<file path="config.mk">
export PLATFORM = sky130hd
export DESIGN_NAME = clk_div_prog
export DESIGN_NICKNAME = d
export VERILOG_FILES = /design/src/rtl/clk_div_prog.sv
export SDC_FILE = /design/constraint.sdc
export NUM_CORES = 1
export LEC_CHECK = 0
export CORE_MARGIN = 5
export CORE_UTILIZATION = 48
export DETAILED_ROUTE_END_ITERATION = 8
export GPL_TIMING_DRIVEN = 0
export PLACE_DENSITY = 0.85
export SETUP_SLACK_MARGIN = 0.05
export SLEW_MARGIN = 20
export SYNTH_ARGS = -nofsm -noshare
export SYNTH_HDL_FRONTEND = slang
export SYNTH_SLANG_ARGS = --single-unit
export TNS_END_PERCENT = 1
</file>
<file path="constraint.sdc">
create_clock -name clk -period 3.2 [get_ports clk]
set_clock_uncertainty 0.15 [all_clocks]
set_input_delay 0.64 -clock clk [delete_from_list [all_inputs] [get_ports clk]]
set_output_delay 0.64 -clock clk [all_outputs]
set_load 0.02 [all_outputs]
</file>
<file path="src/rtl/clk_div_prog.sv">
// Programmable clock-enable divider: one-cycle tick (imp) and near-50% enable (sq)
// with a shadowed divisor that switches over only at a period boundary.
module clk_div_prog #(
   parameter int WIDTH       = 8,
   parameter int DEFAULT_DIV = 5
) (
   input  logic             clk,
   input  logic             reset,
   input  logic             en,
   input  logic [WIDTH-1:0] div_in,
   input  logic             div_load,
   output logic             imp,
   output logic             sq,
   output logic [WIDTH-1:0] cnt_out,
   output logic [WIDTH-1:0] div_active,
   output logic             pending
);

   logic [WIDTH-1:0] cnt;
   logic [WIDTH-1:0] shadow;
   logic [WIDTH-1:0] cnt_next;
   logic [WIDTH-1:0] div_next;
   logic [WIDTH-1:0] shadow_in;
   logic [WIDTH:0]   hi_next;
   logic             wrap;
   logic             apply;
   logic             sq_next;

   assign cnt_out = cnt;

   // Divisors 0 and 1 both mean "every cycle".
   assign shadow_in = (div_in == '0) ? WIDTH'(1) : div_in;

   always_comb begin
      wrap  = (cnt == div_active - WIDTH'(1));
      // While idle (en=0) there is no period to protect, so a pending divisor lands immediately.
      apply = pending & (wrap | ~en);

      div_next = div_active;
      cnt_next = cnt;
      if (apply) begin
         div_next = shadow;
         cnt_next = '0;
      end else if (en) begin
         cnt_next = wrap ? '0 : cnt + WIDTH'(1);
      end

      // HI = ceil(N/2), one bit wider so N=2^WIDTH-1 cannot overflow.
      hi_next = ({1'b0, div_next} + (WIDTH+1)'(1)) >> 1;
      sq_next = ({1'b0, cnt_next} < hi_next);
   end

   always_ff @(posedge clk) begin
      if (!reset) begin
         cnt        <= '0;
         div_active <= WIDTH'(DEFAULT_DIV);
         shadow     <= '0;
         pending    <= 1'b0;
         imp        <= 1'b0;
         sq         <= 1'b0;
      end else begin
         cnt        <= cnt_next;
         div_active <= div_next;
         imp        <= en & wrap;
         sq         <= sq_next;
         // A load coinciding with an apply refills the shadow, so pending stays set.
         if (div_load) begin
            shadow  <= shadow_in;
            pending <= 1'b1;
         end else if (apply) begin
            pending <= 1'b0;
         end
      end
   end

endmodule

</file>
==> results of run 1 <==
repair_timing:
action | CTS | global route
gates cloned | 0 | 0
setup buffers | 12 | 2
pin swaps | 12 | 9
resized for setup | 18 | 19
endpoints found under the setup margin | 1 | 1
area by class of cell:
class                   instances  share of cell area, %
inverters                       5                  0.763
clock buffers                   4                   1.83
flip-flops and latches         27                   23.1
repair buffers                 42                   15.7
well taps                      48                   2.44
multi-input cells             177                   53.5
plain buffers                  10                   2.69
metal layers:
layer | vias to the layer above | wire length [um] | global-route usage (%)
li1 | 853 | - | -
met1 | 797 | 2050 | 22.7
met4 | 0 | 77 | 4.38
met5 | - | 0 | 0
met2 | 37 | 2340 | 31.1
met3 | 11 | 189 | 2.81
worst paths after layout:
path | to | slack [ns] | depth (start not counted)
worst min-delay path | shadow[1]$_SDFFE_PN0P_ | 0.39 | 2
worst max-delay path | sq$_SDFF_PN0_ | -0.35 | 19
worst max register to register | sq$_SDFF_PN0_ | -0.35 | 19
worst min register to register | shadow[1]$_SDFFE_PN0P_ | 0.39 | 2
sequential cells by signal, summed over array words and instances (netlist names):
register	flops
div_active	8
shadow	8
pending	1
imp	1
cnt_out	8
sq	1
power groups by stage:
stage	clock, mW	combinational, mW	sequential (mW)
3_3_place_gp	0	0.179	0.377
2_1_floorplan	0	0.116	0.385
5_1_grt	0.209	0.222	0.372
4_1_cts	0.197	0.192	0.369
6_report	0.189	0.204	0.369
3_5_place_dp	0	0.184	0.377
worst max-delay path: cells and delay by family, from the launching register on:
family                   cells  cell delay [ns]
AO/OA/AOI/OAI                6             0.97
XOR/XNOR                     2             0.34
adder cells (fa/ha/maj)      2             0.46
buffers and inverters        2             0.30
flip-flops                   1             0.35
multiplexers                 1             0.31
AND/OR/NAND/NOR              6             0.61
kinds of logic (layout without fill, tap and decap cells):
group	after synthesis	count (layout)
AND/OR/NAND/NOR	97	97
adder cells (fa/ha/maj)	10	10
buffers and inverters	19	61
flip-flops	27	27
multiplexers	16	16
AO/OA/AOI/OAI	28	28
XOR/XNOR	26	26
placed cells by master, fill, tap and decap left out, types with 6 or more instances in the layout:
cell type	n
a21oi_1	6
buf_4	15
clkdlybuf4s50_1	28
dfxtp_1	17
dfxtp_4	6
ha_1	8
mux2i_1	13
nand2_1	18
nand3_1	6
nor2_1	29
nor3_1	10
o21ai_0	7
xnor2_1	11
xor2_1	13
metrics by stage:
step                util, %  cell area (um2)  total power [mW]  setup TNS [ns]  hold slack (ns)
finish                 67.2             2460             0.762          -0.350            0.392
global route           67.2             2460             0.804          -0.538            0.426
CTS                    64.9             2380             0.758          -0.325            0.390
detailed placement     60.5             2210             0.561          -0.552            0.373
global placement       60.5             2210             0.556          -0.551            0.355
floorplan                 -             1870             0.501          -0.154            0.333
==> flow_metrics.tcl, run 1 <==
set metrics [dict create \
    cts_hold_buf 0 \
    yosysTopAreaCell "dfxtp_1" \
    initial_core_util_pct 49.4 \
    fillers 299 \
    worstPathArrival_ns 3.60 \
    p_comb_share_pct 26.7 \
    drive_above_1_share_pct 22.6 \
    leakage_nw 0.983 \
    syn_avg_cell_area_um2 8.10 \
    worst_setup_path_start_kind "register" \
    status "finished with violations" \
    p_int_uw 538 \
    yosysTopAreaCellShare_pct 29.9 \
    place_hpwl_um 3310 \
    clkLatencyLatePin_ns 0.27 \
    swShare_pct 29.4 \
    htree_levels 1 \
    violations "negative setup slack" \
    setup.worst_path.class "reg2reg" \
    ys_seq_area_share_pct 29.9 \
    routed_wl_um 4650 \
    multi_input_area_mm2 0.00132 \
    syn_inst 223 \
    relSlewSlack_pct 60.7 \
    dp.cells 299 \
    path_cells "buf_4, nor3_2, nand2_1, xnor2_2, o2111ai_2, a21bo_4, buf_8, mux2_4, ha_4, nand3_2, xor2_1, nor2_1, a21oi_1, ha_1, a21oi_2, nor2b_1, o21ai_1, nand4b_1, a31oi_1" \
    slew_viol_final 0 \
    switchingPower_uw 224 \
    post-route-period-util_pct 111 \
    pwr-share-seq_pct 48.4 \
    yosys.area_share.simple_pct 26.7 \
    die_h_um 71.4 \
    drcViolationCount 0 \
    grtUsageTotal_pct 17.8 \
    synth.area.top_cells "dfxtp_1 (30%), mux2i_1 (7.2%), ha_1 (6.9%), xor2_1 (6.8%), nor2_1 (6.4%)" \
    synth_async_sr_flop_share_pct 0 \
    synth_area_mm2 0.00181 \
    setup_viol 1 \
    pwr-share-clk_pct 24.9 \
    core-area_mm2 0.00366 \
    grt_max_degree 15 \
    synth_mux_area_share_pct 9.28 \
    area_delta_synth_final_pct 36.2 \
    ys_seq_elements 27 \
    synth_top_family_by_area "simple AND/OR/NAND/NOR gates" \
    synth-main-ff-cell "dfxtp_1" \
    dp_slack_ns -0.552 \
    antennaDiodeCount 0 \
    vias_per_cell 5.42 \
    ant_nets 0 \
    hold_violations 0 \
    cts.sinks 27 \
    grt_pass1_vias 1644 \
    hold_path_class "reg2reg" \
    post-route-min-period_ns 3.55 \
    synthAdderAreaFrac_pct 6.93 \
    ios 31 \
    die_x_um 71.4 \
    cts_tree "done" \
    synth_common_cells "nor2_1 (31), dfxtp_1 (27), nand2_1 (18), xor2_1 (14), mux2i_1 (13)" \
    clk_pin_slew_worst_paths_ns 0.09 \
    first_pass_iters 4 \
    required_ns 3.25 \
    layout_setup_ws_ns -0.350 \
    final_nets 288 \
    die_area_mm2 0.00509 \
    end_kind "register" \
    crit_path_max_fanout 10 \
    synth_warnings 0 \
    synth-xor-area-share_pct 12.6 \
    instances_no_fill 313 \
    antenna_found_initial 0 \
    yosysMostFrequentCell "nor2_1" \
    synth_compound_area_share_pct 9.56 \
    overflow 0 \
    cts_buffer_depth 2 \
    synth_nets 245 \
    synth_edf_count 0 \
    vias 1698 \
    powerDensity_mw_per_mm2 310 \
    max_cap_viol_count 0 \
    wire_per_inst_um 14.9 \
    root_buffer "clkbuf_8" \
    portBuffers 28 \
    vdd_drop_max_v 0.000275 \
    rsz0062_at_grt "yes" \
    ys_types 39 \
    rr_startpoint "div_active[2]$_SDFF_PN1_" \
    cts_buffers 3 \
    rows 22 \
    hp-start "shadow[1]$_SDFFE_PN0P_" \
    tightest_slew_ns 0.589 \
    ff_latch_area_um2 568 \
    drt-initial-drc-count 88 \
    fmax_mhz 282 \
    grt_pass1_wl_um 7420 \
    slowest_delay_ns 0.35 \
    crit_slowest_cell "dfxtp_2" \
    gp_congestion 0.914 \
    startpoint "div_active[2]$_SDFF_PN1_" \
]
Note: power is estimated with default switching activity, not from simulation.
==> inputs of run 2 (changes only) <==
--- a/config.mk
+++ b/config.mk
@@ -6,10 +6,10 @@
 export NUM_CORES = 1
 export LEC_CHECK = 0
 export CORE_MARGIN = 5
-export CORE_UTILIZATION = 48
+export CORE_UTILIZATION = 39
 export DETAILED_ROUTE_END_ITERATION = 8
 export GPL_TIMING_DRIVEN = 0
-export PLACE_DENSITY = 0.85
+export PLACE_DENSITY = 0.73
 export SETUP_SLACK_MARGIN = 0.05
 export SLEW_MARGIN = 20
 export SYNTH_ARGS = -nofsm -noshare
==> run 2 against run 1 <==
The flow still finishes with violations (negative setup slack). Worst hold slack gained 0.022 ns. First-iteration DRC count shrank 8.0%. Clock-buffer cell count decreased by 1. Non-clock buffer count unchanged. Register-to-register slack worse by 0.04 ns. Critical path type unchanged. Critical endpoint unchanged. Largest power group unchanged.
==> flow_metrics.tcl, run 2 (synthesis gave the netlist of run 1 again) <==
set metrics [dict create \
    end_kind "register" \
    grtUsageTotal_pct 14.8 \
    die_h_um 78.1 \
    status "finished with violations" \
    post-route-min-period_ns 3.59 \
    max_cap_viol_count 0 \
    relSlewSlack_pct 62.0 \
    fmax_mhz 279 \
    slowest_delay_ns 0.36 \
    tightest_slew_ns 0.570 \
    crit_slowest_cell "dfxtp_4" \
    gp_congestion 0.829 \
    drcViolationCount 0 \
    core-area_mm2 0.00441 \
    first_pass_iters 4 \
    grt_pass1_vias 1640 \
    overflow 0 \
    grt_max_degree 18 \
    grt.busiest_layer "met2" \
    vias_per_cell 5.37 \
    setup.worst_path.class "reg2reg" \
    ant_nets 0 \
    rr_startpoint "div_active[1]$_SDFF_PN0_" \
    r2r_setup_slack_ns -0.39 \
    root_buffer "clkbuf_8" \
    use_met1_pct 19.1 \
    ios 31 \
    fillers 410 \
    finalPower_uw 791 \
    place_hpwl_um 3260 \
    drive_above_1_share_pct 21.9 \
    violations "negative setup slack" \
    rsz0062_at_grt "yes" \
    htree_levels 1 \
    portBuffers 28 \
    use_met3_pct 3.32 \
    required_ns 3.26 \
    final_nets 288 \
    clkLatencyLatePin_ns 0.28 \
    vdd_drop_max_v 0.000242 \
    crit_buf_inv 2 \
    worst_setup_path_start_kind "register" \
    layout_setup_ws_ns -0.386 \
    crit_path_max_fanout 6 \
    hold_depth 2 \
    clk_pin_slew_worst_paths_ns 0.11 \
    powerDensity_mw_per_mm2 322 \
    worstRegToRegCells 19 \
    vias 1701 \
    ff_latch_area_um2 558 \
    setup_viol 1 \
    drt-initial-drc-count 81 \
    post-route-period-util_pct 112 \
    hp-start "shadow[7]$_SDFFE_PN0P_" \
    hold_path_class "reg2reg" \
    antennaDiodeCount 0 \
    hold_violations 0 \
    routed_wl_um 4510 \
    cts_tree "done" \
    cts.sinks 27 \
    final_common_cell "nor2_1" \
    die_area_mm2 0.00609 \
    antenna_found_initial 0 \
    grt_pass1_wl_um 7540 \
    initial_core_util_pct 40.9 \
    crit_family "compound AO/OA/AOI/OAI gates" \
    use_met2_pct 24.8 \
    area_delta_synth_final_pct 36.0 \
    holdPathEnd "div_active[7]$_SDFF_PN0_" \
    rows 24 \
    multi_input_area_mm2 0.00131 \
    holdWs_ns 0.414 \
    cts_buffers 3 \
    timing.rr.end "sq$_SDFF_PN0_" \
    path_common_cell "ha_4" \
    worstPathArrival_ns 3.65 \
    final_cell_mix "nor2_1 (29), clkdlybuf4s50_1 (28), dfxtp_1 (19)" \
    slew_viol_final 0 \
    wire_per_inst_um 14.2 \
    leakage_nw 0.984 \
    cts_buffer_depth 2 \
    post-route-util_pct 55.7 \
    path_cells "inv_1, ha_4, nand2_1, o31ai_1, o2111ai_2, a21bo_4, buf_8, mux2_4, ha_4, nand3_2, xor2_1, nor2_1, a21oi_2, ha_4, a21oi_2, nor2b_1, o21ai_1, nand4b_1, a31oi_1" \
    die_x_um 78.1 \
    cts_hold_buf 0 \
]
==> run 2: cell types whose count changed in the layout (fill, tap and decap cells not counted), sizes merged <==
cell / delta
clkbuf: -1
inv: +1
==> run 2: per-stage QoR <==
step                setup TNS (ns)  worst slack (ns)  instances  instance area, um2
finish                      -0.386            -0.386        317                2460
global placement            -0.599            -0.599        303                2220
floorplan                   -0.154            -0.154        223                1870
global route                -0.607            -0.607        317                2460
CTS                         -0.399            -0.399        313                2360
detailed placement          -0.626            -0.626        303                2220
==> run 2: worst max-delay path by stage <==
stage	cells after the start	end	slack, ns	from
global route	19	sq$_SDFF_PN0_	-0.61	div_active[1]$_SDFF_PN0_
CTS	20	sq$_SDFF_PN0_	-0.40	div_active[0]$_SDFF_PN1_
finish	19	sq$_SDFF_PN0_	-0.39	div_active[1]$_SDFF_PN0_
detailed placement	16	sq$_SDFF_PN0_	-0.63	en
floorplan	18	sq$_SDFF_PN0_	-0.15	div_active[5]$_SDFF_PN0_
global placement	16	sq$_SDFF_PN0_	-0.60	en
==> run 2: timing repair <==
item	in CTS	in global routing
setup buffers	7	6
pin swaps	11	16
endpoints found under the setup margin	1	1
cloned	0	0
resized for setup	12	17
==> run 2: tightest hold or removal path: cells and delay by family (launching register included) <==
kind | cells | cell delay, ns
muxes | 1 | 0.13
and+or+nand+nor | 1 | 0.05
DFF | 1 | 0.36
==> run 2: layout make-up <==
type / count / share of cell area, %
multi-input cells: 177 / 53.3
flip-flops and latches: 27 / 22.7
repair buffers: 41 / 15.7
plain buffers: 11 / 2.75
well taps: 52 / 2.65
clock buffers: 3 / 1.68
inverters: 5 / 0.866
clock inverters: 1 / 0.356
==> run 2: power by group <==
group          internal, mW  total (mW)  leakage [nW]  switching, mW
clock                0.0917       0.211        0.0261          0.119
combinational         0.105       0.209         0.734          0.104
sequential            0.351       0.371         0.224         0.0204
==> run 2: routing by layer <==
| layer | vias up | routed length, um |
|---|---|---|
| li1 | 858 | - |
| met1 | 792 | 2030 |
| met2 | 46 | 2210 |
| met3 | 5 | 235 |
| met4 | 0 | 31 |
| met5 | - | 0 |
==> inputs of run 3 (changes only) <==
--- a/config.mk
+++ b/config.mk
@@ -8,7 +8,7 @@
 export CORE_MARGIN = 5
 export CORE_UTILIZATION = 39
 export DETAILED_ROUTE_END_ITERATION = 8
-export GPL_TIMING_DRIVEN = 0
+export GPL_TIMING_DRIVEN = 1
 export PLACE_DENSITY = 0.73
 export SETUP_SLACK_MARGIN = 0.05
 export SLEW_MARGIN = 20
==> run 3 against run 2 <==
The run still ends with negative setup slack left. Global-route usage is 0.36 points higher. Maximum frequency is 4.6% higher. Power decreased by 1.6%. Routed wire length increased by 1.5%. Clock power decreased by 9%. Critical path type unchanged. Critical endpoint unchanged.
==> flow_metrics.tcl, run 3 (synthesis gave the netlist of run 1 again) <==
set metrics [dict create \
    core-area_mm2 0.00441 \
    hold_path_class "reg2reg" \
    antenna_found_initial 0 \
    post-route-min-period_ns 3.43 \
    max_cap_viol_count 0 \
    ios 31 \
    grtUsageTotal_pct 15.1 \
    rows 24 \
    crit_path_max_fanout 5 \
    violations "negative setup slack" \
    worstPathArrival_ns 3.48 \
    status "finished with violations" \
    die_h_um 78.1 \
    cts_tree "done" \
    leakage_nw 1.06 \
    path_common_cell "ha_4" \
    final_cell_mix "buf_4 (34), clkdlybuf4s50_1 (30), nor2_1 (29)" \
    fmax_mhz 292 \
    htree_levels 1 \
    ant_nets 0 \
    powerDensity_mw_per_mm2 309 \
    antennaDiodeCount 0 \
    tightest_slew_ns 0.479 \
    clk_pin_slew_worst_paths_ns 0.09 \
    final_common_cell "buf_4" \
    first_pass_iters 4 \
    drive_above_1_share_pct 24.5 \
    hp-start "shadow[1]$_SDFFE_PN0P_" \
    crit_slowest_cell "dfxtp_4" \
    portBuffers 30 \
    die_area_mm2 0.00609 \
    rsz0062_at_grt "yes" \
    overflow 0 \
    cts.sinks 27 \
    die_x_um 78.1 \
    post-route-util_pct 57.1 \
    grt_pass1_wl_um 7670 \
    dp_slack_ns -0.404 \
    grt_pass1_vias 1692 \
    vdd_drop_max_v 0.000196 \
    area_delta_synth_final_pct 39.5 \
    wire_per_inst_um 13.9 \
    initial_core_util_pct 40.9 \
    routed_wl_um 4580 \
    drcViolationCount 0 \
    rr_startpoint "div_active[1]$_SDFF_PN0_" \
    cts_buffer_depth 2 \
    required_ns 3.25 \
    gp_congestion 0.879 \
    relSlewSlack_pct 67.9 \
    hold_depth 2 \
    setup.worst_path.class "reg2reg" \
    final_nets 300 \
    grt_max_degree 19 \
    worstRegToRegCells 18 \
    cts_buffers 3 \
    root_buffer "clkbuf_8" \
    layout_setup_ws_ns -0.229 \
    setup_viol 1 \
    place_hpwl_um 3670 \
    vias 1725 \
    clkLatencyLatePin_ns 0.27 \
    drt-initial-drc-count 60 \
    end_kind "register" \
    post-route-period-util_pct 107 \
    slowest_delay_ns 0.40 \
    timing.rr.end "sq$_SDFF_PN0_" \
    vias_per_cell 5.24 \
    slew_viol_final 0 \
    holdPathEnd "shadow[1]$_SDFFE_PN0P_" \
    worst_setup_path_start_kind "register" \
    hold_violations 0 \
    path_cells "inv_4, ha_4, xnor2_1, nor3_1, o2111ai_2, a21bo_4, mux2_4, ha_4, nand3_2, xor2_1, nor2_1, a21oi_1, ha_1, a21oi_2, nor2b_1, o21ai_1, nand4b_1, a31oi_1" \
    holdWs_ns 0.410 \
    r2r_setup_slack_ns -0.23 \
]
[run 3: layout make-up]
class / instances / area [um2]
Clock buffer: 4 / 45.0
Fill cell: 402 / 1890
Inverter: 5 / 21.3
Multi-Input combinational cell: 177 / 1280
Sequential cell: 27 / 556
Tap cell: 52 / 65.1
Timing Repair Buffer: 64 / 556
[run 3: repair_timing]
| item | in CTS | in global routing |
|---|---|---|
| gates resized for setup | 7 | 11 |
| hold endpoints to repair | 0 | 0 |
| gates cloned | 0 | 0 |
| pin swaps | 8 | 11 |
| setup buffers | 2 | 2 |
| setup endpoints to repair | 1 | 1 |
| hold buffers | 0 | 0 |
[run 3: per-stage QoR]
stage / total power, mW / cells / setup TNS (ns) / instance area, um2
finish: 0.778 / 329 / -0.229 / 2520
global route: 0.820 / 329 / -0.432 / 2520
CTS: 0.771 / 327 / -0.163 / 2450
detailed placement: 0.579 / 321 / -0.404 / 2370
global placement: 0.575 / 321 / -0.353 / 2370
floorplan: 0.501 / 223 / -0.154 / 1870
[run 3: how the worst max path moves through the flow]
stage | from | to | slack (ns) | depth (start not counted)
finish | div_active[1]$_SDFF_PN0_ | sq$_SDFF_PN0_ | -0.23 | 18
global route | div_active[1]$_SDFF_PN0_ | sq$_SDFF_PN0_ | -0.43 | 18
CTS | div_active[2]$_SDFF_PN1_ | sq$_SDFF_PN0_ | -0.16 | 18
detailed placement | en | sq$_SDFF_PN0_ | -0.40 | 15
global placement | en | sq$_SDFF_PN0_ | -0.35 | 15
floorplan | div_active[5]$_SDFF_PN0_ | sq$_SDFF_PN0_ | -0.15 | 18
[run 3: critical path: cells and delay by family, from the launching register on]
family                     cells  cell delay (ns)
AOI/OAI and AO/OA              6             0.99
adders and majority gates      3             0.69
and+or+nand+nor                5             0.49
DFF                            1             0.40
muxes                          1             0.32
xor gates and xnor gates       2             0.27
buffers and inverters          1             0.04
[run 3: routing by layer]
layer | global-route usage [%] | wire length [um] | up-vias
met1 | 19.0 | 2000 | 805
met2 | 27.6 | 2280 | 39
met5 | 0 | 0 | -
li1 | - | - | 877
met3 | 1.95 | 236 | 4
met4 | 3.04 | 57 | 0
[run 3: power breakdown]
| group | total, mW | switching [mW] | internal (mW) |
|---|---|---|---|
| registers | 0.369 | 0.0178 | 0.351 |
| clock network | 0.193 | 0.104 | 0.0893 |
| logic | 0.216 | 0.104 | 0.112 |
| total | 0.778 | 0.226 | 0.552 |
